<file path="src/rtl/cordic_q15_to_fp32_pkg.sv">
// Shared constants for the Q1.15 -> IEEE-754 single converter: FP32 field layout
// and FSM state encodings.
package cordic_q15_to_fp32_pkg;

    localparam int FP32_BIAS   = 127;
    localparam int FP32_EXP_W  = 8;
    localparam int FP32_FRAC_W = 23;
    localparam logic [31:0] FP32_ZERO = 32'h0000_0000;

    localparam logic [1:0] ST_IDLE = 2'd0;
    localparam logic [1:0] ST_NORM = 2'd1;
    localparam logic [1:0] ST_PACK = 2'd2;
    localparam logic [1:0] ST_OUT  = 2'd3;

    function automatic logic [31:0] fp32_pack(
        input logic                   sign,
        input logic [FP32_EXP_W-1:0]  exp_f,
        input logic [FP32_FRAC_W-1:0] frac_f
    );
        return {sign, exp_f, frac_f};
    endfunction

endpackage

</file>
<file path="src/rtl/cordic_q15_to_fp32_if.sv">
// Bus between cordic_top-side producer, the converter and its downstream consumer.
// Handshake: a pair is taken on a rising edge with valid_in && ready_in; a result
// leaves on a rising edge with valid_out && out_ready, and valid_out plus the result
// words stay unchanged until that edge.
interface cordic_q15_to_fp32_if #(
    parameter int IN_W = 16
);
    logic                   valid_in;
    logic                   ready_in;
    logic signed [IN_W-1:0] sin_q15;
    logic signed [IN_W-1:0] cos_q15;
    logic [2:0]             flip_in;
    logic [31:0]            sin_fp32;
    logic [31:0]            cos_fp32;
    logic [2:0]             flip_out;
    logic                   valid_out;
    logic                   out_ready;
    logic                   overrun;
    logic [1:0]             state_dbg;

    modport slave (
        input  valid_in, sin_q15, cos_q15, flip_in, out_ready,
        output ready_in, sin_fp32, cos_fp32, flip_out, valid_out, overrun, state_dbg
    );

    modport master (
        output valid_in, sin_q15, cos_q15, flip_in, out_ready,
        input  ready_in, sin_fp32, cos_fp32, flip_out, valid_out, overrun, state_dbg
    );
endinterface

</file>
<file path="src/rtl/cordic_fp32_norm.sv">
// Iterative left-normaliser: shifts a loaded magnitude until its MSB is set (or it is
// zero), counting the shifts taken.
module cordic_fp32_norm #(
    parameter int IN_W = 16,
    parameter int S_W  = $clog2(IN_W)
) (
    input  logic            clk,
    input  logic            rst,
    input  logic            load,
    input  logic [IN_W-1:0] load_mag,
    input  logic            shift_en,
    output logic [IN_W-1:0] mag,
    output logic [S_W-1:0]  s,
    output logic            done
);

    assign done = (mag == '0) || mag[IN_W-1];

    always_ff @(posedge clk or negedge rst) begin
        if (!rst) begin
            mag <= '0;
            s   <= '0;
        end else if (load) begin
            mag <= load_mag;
            s   <= '0;
        end else if (shift_en && !done) begin
            mag <= {mag[IN_W-2:0], 1'b0};
            s   <= s + 1'b1;
        end
    end

endmodule

</file>
<file path="src/rtl/cordic_q15_to_fp32.sv">
// Converts a captured Q1.15 sin/cos pair to two FP32 words through one shared
// normaliser (sin, then cos), passing the flip code through.
module cordic_q15_to_fp32
    import cordic_q15_to_fp32_pkg::*;
#(
    parameter int IN_W   = 16,
    parameter int FRAC_W = 15
) (
    input logic                  clk,
    input logic                  rst,
    cordic_q15_to_fp32_if.slave  bus
);

    localparam int S_W     = $clog2(IN_W);
    localparam int EXP_OFF = FP32_BIAS + (IN_W - 1 - FRAC_W);
    localparam int PAD_W   = FP32_FRAC_W - (IN_W - 1);

    logic [1:0]      state;
    logic            sel;
    logic            sin_sign;
    logic [IN_W-1:0] cos_hold;
    logic [31:0]     sin_word;
    logic [31:0]     cos_word;
    logic [2:0]      flip_q;
    logic            overrun_q;

    logic            load;
    logic            shift_en;
    logic [IN_W-1:0] load_mag;
    logic [IN_W-1:0] mag;
    logic [S_W-1:0]  s;
    logic            done;

    logic                   cur_sign;
    logic [FP32_EXP_W-1:0]  exp_w;
    logic [FP32_FRAC_W-1:0] frac_w;
    logic [31:0]            pack_word;

    // Two's-complement negate; the most negative code maps to 100..0 unsigned.
    function automatic logic [IN_W-1:0] mag_of(input logic [IN_W-1:0] v);
        return v[IN_W-1] ? -v : v;
    endfunction

    cordic_fp32_norm #(.IN_W(IN_W), .S_W(S_W)) u_norm (
        .clk      (clk),
        .rst      (rst),
        .load     (load),
        .load_mag (load_mag),
        .shift_en (shift_en),
        .mag      (mag),
        .s        (s),
        .done     (done)
    );

    assign cur_sign  = sel ? cos_hold[IN_W-1] : sin_sign;
    assign exp_w     = FP32_EXP_W'(EXP_OFF) - FP32_EXP_W'(s);
    assign frac_w    = {mag[IN_W-2:0], {PAD_W{1'b0}}};
    assign pack_word = (mag == '0) ? FP32_ZERO : fp32_pack(cur_sign, exp_w, frac_w);

    always_comb begin
        load     = 1'b0;
        shift_en = 1'b0;
        load_mag = (state == ST_PACK) ? mag_of(cos_hold) : mag_of(bus.sin_q15);
        case (state)
            ST_IDLE: load     = bus.valid_in;
            ST_NORM: shift_en = !done;
            ST_PACK: load     = !sel;
            default: ;
        endcase
    end

    always_ff @(posedge clk or negedge rst) begin
        if (!rst) begin
            state     <= ST_IDLE;
            sel       <= 1'b0;
            sin_sign  <= 1'b0;
            cos_hold  <= '0;
            sin_word  <= '0;
            cos_word  <= '0;
            flip_q    <= '0;
            overrun_q <= 1'b0;
        end else begin
            if (bus.valid_in && (state != ST_IDLE))
                overrun_q <= 1'b1;
            case (state)
                ST_IDLE: if (bus.valid_in) begin
                    sin_sign <= bus.sin_q15[IN_W-1];
                    cos_hold <= bus.cos_q15;
                    flip_q   <= bus.flip_in;
                    sel      <= 1'b0;
                    state    <= ST_NORM;
                end
                ST_NORM: if (done) state <= ST_PACK;
                ST_PACK: if (!sel) begin
                    sin_word <= pack_word;
                    sel      <= 1'b1;
                    state    <= ST_NORM;
                end else begin
                    cos_word <= pack_word;
                    state    <= ST_OUT;
                end
                ST_OUT: if (bus.out_ready) state <= ST_IDLE;
                default: state <= ST_IDLE;
            endcase
        end
    end

    assign bus.ready_in  = (state == ST_IDLE);
    assign bus.valid_out = (state == ST_OUT);
    assign bus.sin_fp32  = sin_word;
    assign bus.cos_fp32  = cos_word;
    assign bus.flip_out  = flip_q;
    assign bus.overrun   = overrun_q;
    assign bus.state_dbg = state;

endmodule
</file>
<file path="src/flat_wrapper.sv">
// flat-port wrapper written by rule: the top's interface ports become plain ports
module cordic_q15_to_fp32_flat import cordic_q15_to_fp32_pkg::*;
#(
    parameter int IN_W   = 16,
    parameter int FRAC_W = 15
)
  (clk, rst, bus_valid_in, bus_sin_q15, bus_cos_q15, bus_flip_in, bus_out_ready, bus_ready_in, bus_sin_fp32, bus_cos_fp32, bus_flip_out, bus_valid_out, bus_overrun, bus_state_dbg);
  cordic_q15_to_fp32_if #(.IN_W(IN_W)) bus_i ();
  input logic clk;
  input logic rst;
  input wire logic [$bits(bus_i.valid_in)-1:0] bus_valid_in;
  input wire logic [$bits(bus_i.sin_q15)-1:0] bus_sin_q15;
  input wire logic [$bits(bus_i.cos_q15)-1:0] bus_cos_q15;
  input wire logic [$bits(bus_i.flip_in)-1:0] bus_flip_in;
  input wire logic [$bits(bus_i.out_ready)-1:0] bus_out_ready;
  output wire logic [$bits(bus_i.ready_in)-1:0] bus_ready_in;
  output wire logic [$bits(bus_i.sin_fp32)-1:0] bus_sin_fp32;
  output wire logic [$bits(bus_i.cos_fp32)-1:0] bus_cos_fp32;
  output wire logic [$bits(bus_i.flip_out)-1:0] bus_flip_out;
  output wire logic [$bits(bus_i.valid_out)-1:0] bus_valid_out;
  output wire logic [$bits(bus_i.overrun)-1:0] bus_overrun;
  output wire logic [$bits(bus_i.state_dbg)-1:0] bus_state_dbg;
  assign bus_i.valid_in = bus_valid_in;
  assign bus_i.sin_q15 = bus_sin_q15;
  assign bus_i.cos_q15 = bus_cos_q15;
  assign bus_i.flip_in = bus_flip_in;
  assign bus_i.out_ready = bus_out_ready;
  assign bus_ready_in = bus_i.ready_in;
  assign bus_sin_fp32 = bus_i.sin_fp32;
  assign bus_cos_fp32 = bus_i.cos_fp32;
  assign bus_flip_out = bus_i.flip_out;
  assign bus_valid_out = bus_i.valid_out;
  assign bus_overrun = bus_i.overrun;
  assign bus_state_dbg = bus_i.state_dbg;
  cordic_q15_to_fp32 #(.IN_W(IN_W), .FRAC_W(FRAC_W)) u_core (.clk(clk), .rst(rst), .bus(bus_i));
endmodule
</file>
<file path="config.mk">
export PLATFORM = sky130hd
export DESIGN_NAME = cordic_q15_to_fp32_flat
export DESIGN_NICKNAME = d
export VERILOG_FILES = /design/src/rtl/cordic_q15_to_fp32_pkg.sv /design/src/rtl/cordic_q15_to_fp32_if.sv /design/src/rtl/cordic_fp32_norm.sv /design/src/rtl/cordic_q15_to_fp32.sv /design/src/flat_wrapper.sv
export SDC_FILE = /design/constraint.sdc
export NUM_CORES = 1
export LEC_CHECK = 0
export CORE_MARGIN = 1
export CORE_UTILIZATION = 35
export DETAILED_ROUTE_END_ITERATION = 8
export RECOVER_POWER = 50
export SLEW_MARGIN = 25
export SYNTH_ARGS = -nofsm -noshare
export SYNTH_HDL_FRONTEND = slang
export SYNTH_SLANG_ARGS = --single-unit
</file>
<file path="constraint.sdc">
create_clock -name clk -period 2.9 [get_ports clk]
set_input_delay 0.58 -clock clk [delete_from_list [all_inputs] [get_ports clk]]
set_output_delay 0.58 -clock clk [all_outputs]
set_load 0.005 [all_outputs]
</file>
==> results of run 1 <==
-- Yosys cell counts (2+ instances only) --
library cell,count
nand2b_1,6
nor4_1,6
nor2b_1,2
o221ai_1,2
nand3_1,17
o2bb2ai_1,3
nand4_1,3
xnor2_1,21
xor2_1,6
a211oi_1,3
mux2_2,15
o31ai_1,16
a22oi_1,3
mux2i_1,2
o211ai_1,2
ha_1,3
or4_1,2
or2_2,5
nor3_1,3
inv_1,8
buf_1,3
a21oi_1,4
o41ai_1,9
buf_4,22
o21ai_0,18
clkbuf_1,22
nand2_1,138
or3_1,6
buf_2,3
and2_1,2
dfrtp_1,86
a221o_1,3
nor2_1,14
-- power breakdown --
group	leakage [nW]	internal (W)	switching [W]
Clock	0.131	0.000621	0.000465
Sequential	1.06	0.00176	0.000529
Combinational	1.29	0.00136	0.00118
Total	2.48	0.00375	0.00217
-- layout make-up --
| type | count | area share [%] |
|---|---|---|
| Sequential cell | 86 | 38.2 |
| Multi-Input combinational cell | 347 | 35.4 |
| Clock buffer | 12 | 4.55 |
| Timing Repair Buffer | 101 | 17.3 |
| Clock inverter | 3 | 0.355 |
| Inverter | 8 | 0.533 |
| Tap cell | 168 | 3.73 |
-- routing by layer --
layer,wire [um],vias up,share of wire (%),track usage [%]
met5,0,-,0,0
met1,5020,1696,46,23.9
met4,110,0,1.0,4.68
met2,5090,130,47,28.3
li1,-,1740,-,-
met3,661,13,6.1,4.04
-- cells in the final DEF, fill, tap and decap left out, types with 3 or more instances in the layout --
master,synthesis,routed
a211oi_1,3,3
a21oi_1,4,4
a221o_1,3,3
a22oi_1,3,3
buf_4,22,6
clkbuf_1,22,3
clkbuf_16,0,9
clkdlybuf4s50_1,0,80
conb_1,1,18
dfrtp_1,86,86
dlygate4sd3_1,0,11
ha_1,3,3
inv_1,8,8
mux2_2,15,15
nand2_1,138,138
nand2b_1,6,6
nand3_1,17,17
nand4_1,3,3
nor2_1,14,14
nor3_1,3,3
nor4_1,6,6
o21ai_0,18,18
o2bb2ai_1,3,3
o31ai_1,16,16
o41ai_1,9,9
or2_2,5,5
or3_1,6,6
xnor2_1,21,21
xor2_1,6,6
-- cell families after synthesis --
| kind of cell | count (synthesis) | synth area share (%) |
|---|---|---|
| XOR/XNOR | 27 | 5.39 |
| AO/OA/AOI/OAI | 71 | 12.0 |
| other | 1 | 0.0855 |
| AND/OR/NAND/NOR | 211 | 21.4 |
| flip-flops | 86 | 49.0 |
| adder cells (fa/ha/maj) | 3 | 0.856 |
| buffers and inverters | 58 | 6.93 |
| multiplexers | 17 | 4.31 |
-- registers in the layout, summed over array words and instances, names as in the netlist --
register              cells
u_core.sin_sign           1
u_core.bus.flip_out       3
u_core.u_norm.s           4
u_core.sel                1
u_core.bus.overrun        1
u_core.bus.state_dbg      2
u_core.bus.sin_fp32      21
u_core.bus.cos_fp32      21
u_core.u_norm.mag        16
u_core.cos_hold          16
-- path summary, 6_finish.rpt --
path	slack [ns]	endpoint	from	cells after the start
max	0.48	u_core.u_norm.mag[10]	bus_sin_q15[1]	7
min	0.41	u_core.u_norm.s[2]	rst	1
max reg2reg	0.53	u_core.u_norm.mag[2]	u_core.bus.state_dbg[1]	5
min reg2reg	0.47	u_core.bus.sin_fp32[22]	u_core.bus.sin_fp32[22]	2
max in group asynchronous	0.84	u_core.u_norm.mag[14]	rst	2
min in group clk	0.47	u_core.bus.sin_fp32[22]	u_core.bus.sin_fp32[22]	2
-- metrics by stage --
stage | instances | setup WS, ns | area (um^2) | util (%) | total power [W]
final | 725 | 0.483 | 5640 | 46.5 | 0.00592
after floorplan | 491 | 0.741 | 4450 | - | 0.00372
after global routing | 725 | 0.355 | 5640 | 46.5 | 0.00638
after detailed placement | 710 | 0.137 | 5390 | 44.5 | 0.00493
after global placement | 710 | 0.168 | 5390 | 44.5 | 0.00484
after CTS | 725 | 0.489 | 5670 | 46.8 | 0.00602
==> flow_summary_export.csv, run 1 <==
group,metric,value,unit
place,dp.final_hpwl,7920,um
sta,worst_pin_slew,1.12,ns
worst_setup_path,worst-endpoint-required,3.08,ns
die,num_io_pins,111,
worst_setup_path,slowest_stage,"or4b_2",
detailed_routing,drt_iter0_drc,209,
layout,finalNetCount,595,
synthesis,seq_area_frac_synth,49.0,%
cts,htreeDepth,3,
sta,relSlewSlack,25.2,%
synthesis,ys_warn_count,0,
worst_setup_path,crit_type,"primary input to flip-flop",
die,start_util,36.2,%
sta,rsz0062_at_grt,"false",
layout,area_growth,28.5,%
worst_setup_path,startpoint_type,"primary input",
grt,grt-ovfl-total,0,
detailed_routing,totalWireLength,10900,um
layout,seq_area,2150,um^2
min_path,min_path_type,"primary input to async pin",
worst_setup_path,crit_fanout,5,
synthesis,ys.flop_type,"dfrtp_1",
grt,grt_util_all_layers,17.6,%
cts,cts_setup_buffers,0,
layout,n_antenna_cell,0,
synthesis,synthesis.area,4390,um^2
die,die_h,114,um
detailed_routing,vias,3579,
detailed_routing,dr.pass1.iters,4,
place,gp_congestion,0.814,
synthesis,synth-async-reset-ratio,100,%
layout,drive_gt1_share,8.44,%
layout,multiInputGateArea,2000,um^2
grt,antenna_found_initial,0,
synthesis,ys_seq_elements,86,
sta,setup-tns-final,0,ns
worst_setup_path,cp_slowest_stage_delay,0.68,ns
cts,hold_buffers,0,
run_status,status,"complete, no violations",
die,fp.dieArea,13000,um^2
place,portBuffers,92,
grt,grt_pass1_wl,17600,um
synthesis,synth_top_area_share,49.0,%
die,core_area,12100,um^2
synthesis,synth.avg_cell_area,9.26,um^2
cts,clkLatencyLatePin,0.34,ns
worst_setup_path,worst-path-buf-inv,2,
pwr,peakVddDrop,0.000381,V
die,num_rows,40,
worst_setup_path,end_kind,"flip-flop",
pwr,p_per_area,1050,nW/um^2
sta,drv_slew,0,
layout,num-fill-cells,1215,
cts,cts_sinks,86,
flow_run,drv_cap,0,
cts,cts-resized-gates,0,
sta,fmax,414,MHz
pwr,power_leakage,2.48,nW
die,die_width,114,um
cts,clkTransAtPathRegs,0.06,ns
detailed_routing,vias_per_cell,4.94,
grt,grt_max_degree,46,
sta,setup_viol,0,
synthesis,synth_top_area_cell,"dfrtp_1",
sta,timing.hold.ws,0.409,ns
worst_setup_path,cp_top_family,"simple AND/OR/NAND/NOR gates",
synthesis,yosysUniqueCellTypes,49,
detailed_routing,drc,0,
detailed_routing,wl_per_cell,15.0,um
cts,root_buffer,"clkbuf_16",
cts,cts_made_buffers,9,
sta,min_period,2.42,ns
sta,fin_crit_sh,83.4,%
synthesis,synth-edff-count,0,
cts,cts.path.max_buffers,2,
detailed_routing,ant_nets,0,
sta,finalHoldViolCount,0,
synthesis,syn_inst,474,
synthesis,yosys-top-cells-area,"dfrtp_1, nand2_1, xnor2_1",
sta,finClkSkew,0.00555,ns
worst_setup_path,cp_cell_sequence,"clkdlybuf4s50_1 -> inv_1 -> ha_1 -> or4b_2 -> o41ai_1 -> xor2_1 -> o221ai_1",
grt,grt_pass1_vias,3407,
worst_setup_path,arrival,2.60,ns
cts,cts_tree,"done",
(Power assumes the default switching activity.)
==> run 2, diff against run 1 <==
clock period = 2.1 ns   (was 2.9 ns; I/O delays follow)
==> run 2 against run 1 <==
Global-route usage grew 1.1 points. Critical path depth unchanged. Critical path type unchanged. Non-clock buffer count increased by 48. Sequential share of layout area is 3.2 points lower. Worst setup slack worse by 0.42 ns. Sequential cell count is the same. Clock skew increased by 0.00098 ns. Count of clock-buffer cells in the layout down 2. Largest cell class unchanged.
==> flow_summary_export.csv, run 2 (synthesis results as in run 1) <==
group,metric,value,unit
layout,area_growth,40.1,%
pwr,p_per_area,1440,nW/um^2
run_status,status,"complete, no violations",
layout,post-route-util,50.7,%
place,gp_congestion,0.817,
pwr,peakVddDrop,0.000438,V
sta,finalHoldViolCount,0,
worst_setup_path,end_kind,"flip-flop",
grt,grt_util_all_layers,18.7,%
grt,grt-ovfl-total,0,
cts,cts_sinks,86,
grt,grt_pass1_vias,3669,
cts,clkTransAtPathRegs,0.07,ns
worst_setup_path,worst-path-buf-inv,2,
detailed_routing,vias_per_cell,4.82,
worst_setup_path,cp_slowest_stage_delay,0.50,ns
place,portBuffers,92,
worst_setup_path,cp_cell_sequence,"clkdlybuf4s50_1 -> or3_1 -> o41ai_1 -> buf_4 -> xnor2_1 -> nand2_1 -> nand4_1",
cts,cts_tree,"done",
sta,finClkSkew,0.00653,ns
die,start_util,36.2,%
detailed_routing,ant_nets,0,
die,num_io_pins,111,
sta,timing.hold.ws,0.475,ns
worst_setup_path,arrival,2.32,ns
layout,n_antenna_cell,0,
pwr,p_switching,0.00317,W
detailed_routing,dr.pass1.iters,4,
sta,rsz0062_at_grt,"true",
pwr,power_leakage,2.75,nW
cts,cts.path.max_buffers,2,
detailed_routing,drc,0,
grt,antenna_found_initial,0,
grt,grt_max_degree,41,
die,num_rows,40,
pwr,pwr-share-seq,35.1,%
die,die_h,114,um
die,fp.dieArea,13000,um^2
worst_setup_path,slowest_stage,"clkdlybuf4s50_1",
cts,root_buffer,"clkbuf_16",
worst_setup_path,cp_top_family,"simple AND/OR/NAND/NOR gates",
place,dp.final_hpwl,8520,um
cts,htreeDepth,3,
pwr,p_int,0.00567,W
cts,cts_setup_buffers,0,
sta,drv_slew,0,
detailed_routing,vias,3734,
cts,clkLatencyLatePin,0.34,ns
worst_setup_path,startpoint_type,"primary input",
cts,cts_made_buffers,9,
sta,worst_pin_slew,1.00,ns
sta,min_period,2.04,ns
worst_setup_path,worst-endpoint-required,2.38,ns
die,core_area,12100,um^2
grt,grt_pass1_wl,18700,um
layout,final_cell_mix,"nand2_1, clkdlybuf4s50_1, dfrtp_1",
pwr,switching_share,35.9,%
min_path,min_path_type,"flip-flop to flip-flop",
detailed_routing,totalWireLength,11400,um
flow_run,drv_cap,0,
layout,final_common_cell,"nand2_1",
worst_setup_path,crit_type,"primary input to flip-flop",
pwr,clockPowerShare,18.4,%
sta,setup_viol,0,
layout,finalNetCount,643,
die,die_width,114,um
detailed_routing,wl_per_cell,14.7,um
sta,fmax,490,MHz
layout,drive_gt1_share,17.3,%
pwr,pwr-share-comb,46.5,%
worst_setup_path,crit_fanout,6,
detailed_routing,drt_iter0_drc,227,
sta,relSlewSlack,33.3,%
sta,fin_crit_sh,97.1,%
run 2: worst paths after layout:
path,startpoint,to,slack [ns],depth (start not counted)
min reg2reg,u_core.bus.sin_fp32[8],u_core.bus.sin_fp32[8],0.48,2
max in group asynchronous,rst,u_core.u_norm.mag[7],0.34,3
max reg2reg,u_core.cos_hold[8],u_core.u_norm.mag[13],0.07,5
min,u_core.bus.sin_fp32[8],u_core.bus.sin_fp32[8],0.48,2
max,bus_sin_q15[5],u_core.u_norm.mag[11],0.06,7
min in group asynchronous,rst,u_core.bus.sin_fp32[29],0.50,2
run 2: area by class of cell:
type,count,area [um^2]
clock buffer,10,239
clock inverter,6,68.8
fill,1158,5970
timing repair buffer,149,1370
tap,168,210
sequential,86,2150
inverter,8,30.0
multi-input combinational,347,2070
run 2: metal layers:
metal  share of wire [%]  global-route usage (%)
met5                   0                       0
met4                 1.9                    7.71
met3                 4.4                    2.82
met2                  46                    30.2
met1                  48                    25.2
run 2: timing repair:
item                       CTS  global route
setup endpoints to repair    6             5
pin swaps                    0             3
hold endpoints to repair    21             0
hold buffers                 1             0
resized for setup            5             9
run 2: power by group through the flow:
stage	Sequential (W)	Clock, W	Combinational (W)
after floorplan	0.00302	0	0.00211
after global placement	0.00308	0	0.00403
after detailed placement	0.00313	0	0.00410
after CTS	0.00310	0.00167	0.00414
after global routing	0.00321	0.00174	0.00456
final	0.00310	0.00163	0.00411
run 2: metrics by stage:
stage | std cells | worst slack, ns | setup TNS [ns] | total power, W | area, um^2
global placement | 757 | -0.461 | -3.13 | 0.00711 | 5780
detailed placement | 757 | -0.532 | -3.35 | 0.00723 | 5780
CTS | 774 | 0.0192 | 0 | 0.00892 | 6120
finish | 774 | 0.0611 | 0 | 0.00885 | 6150
floorplan | 491 | 0.101 | 0 | 0.00514 | 4450
global route | 774 | -0.00561 | -0.00627 | 0.00951 | 6150
run 2: tightest hold or removal path, stage by stage (launching register included):
cell and delay (ns):
dfrtp_1 0.34, nand2_1 0.05, nand2_1 0.05
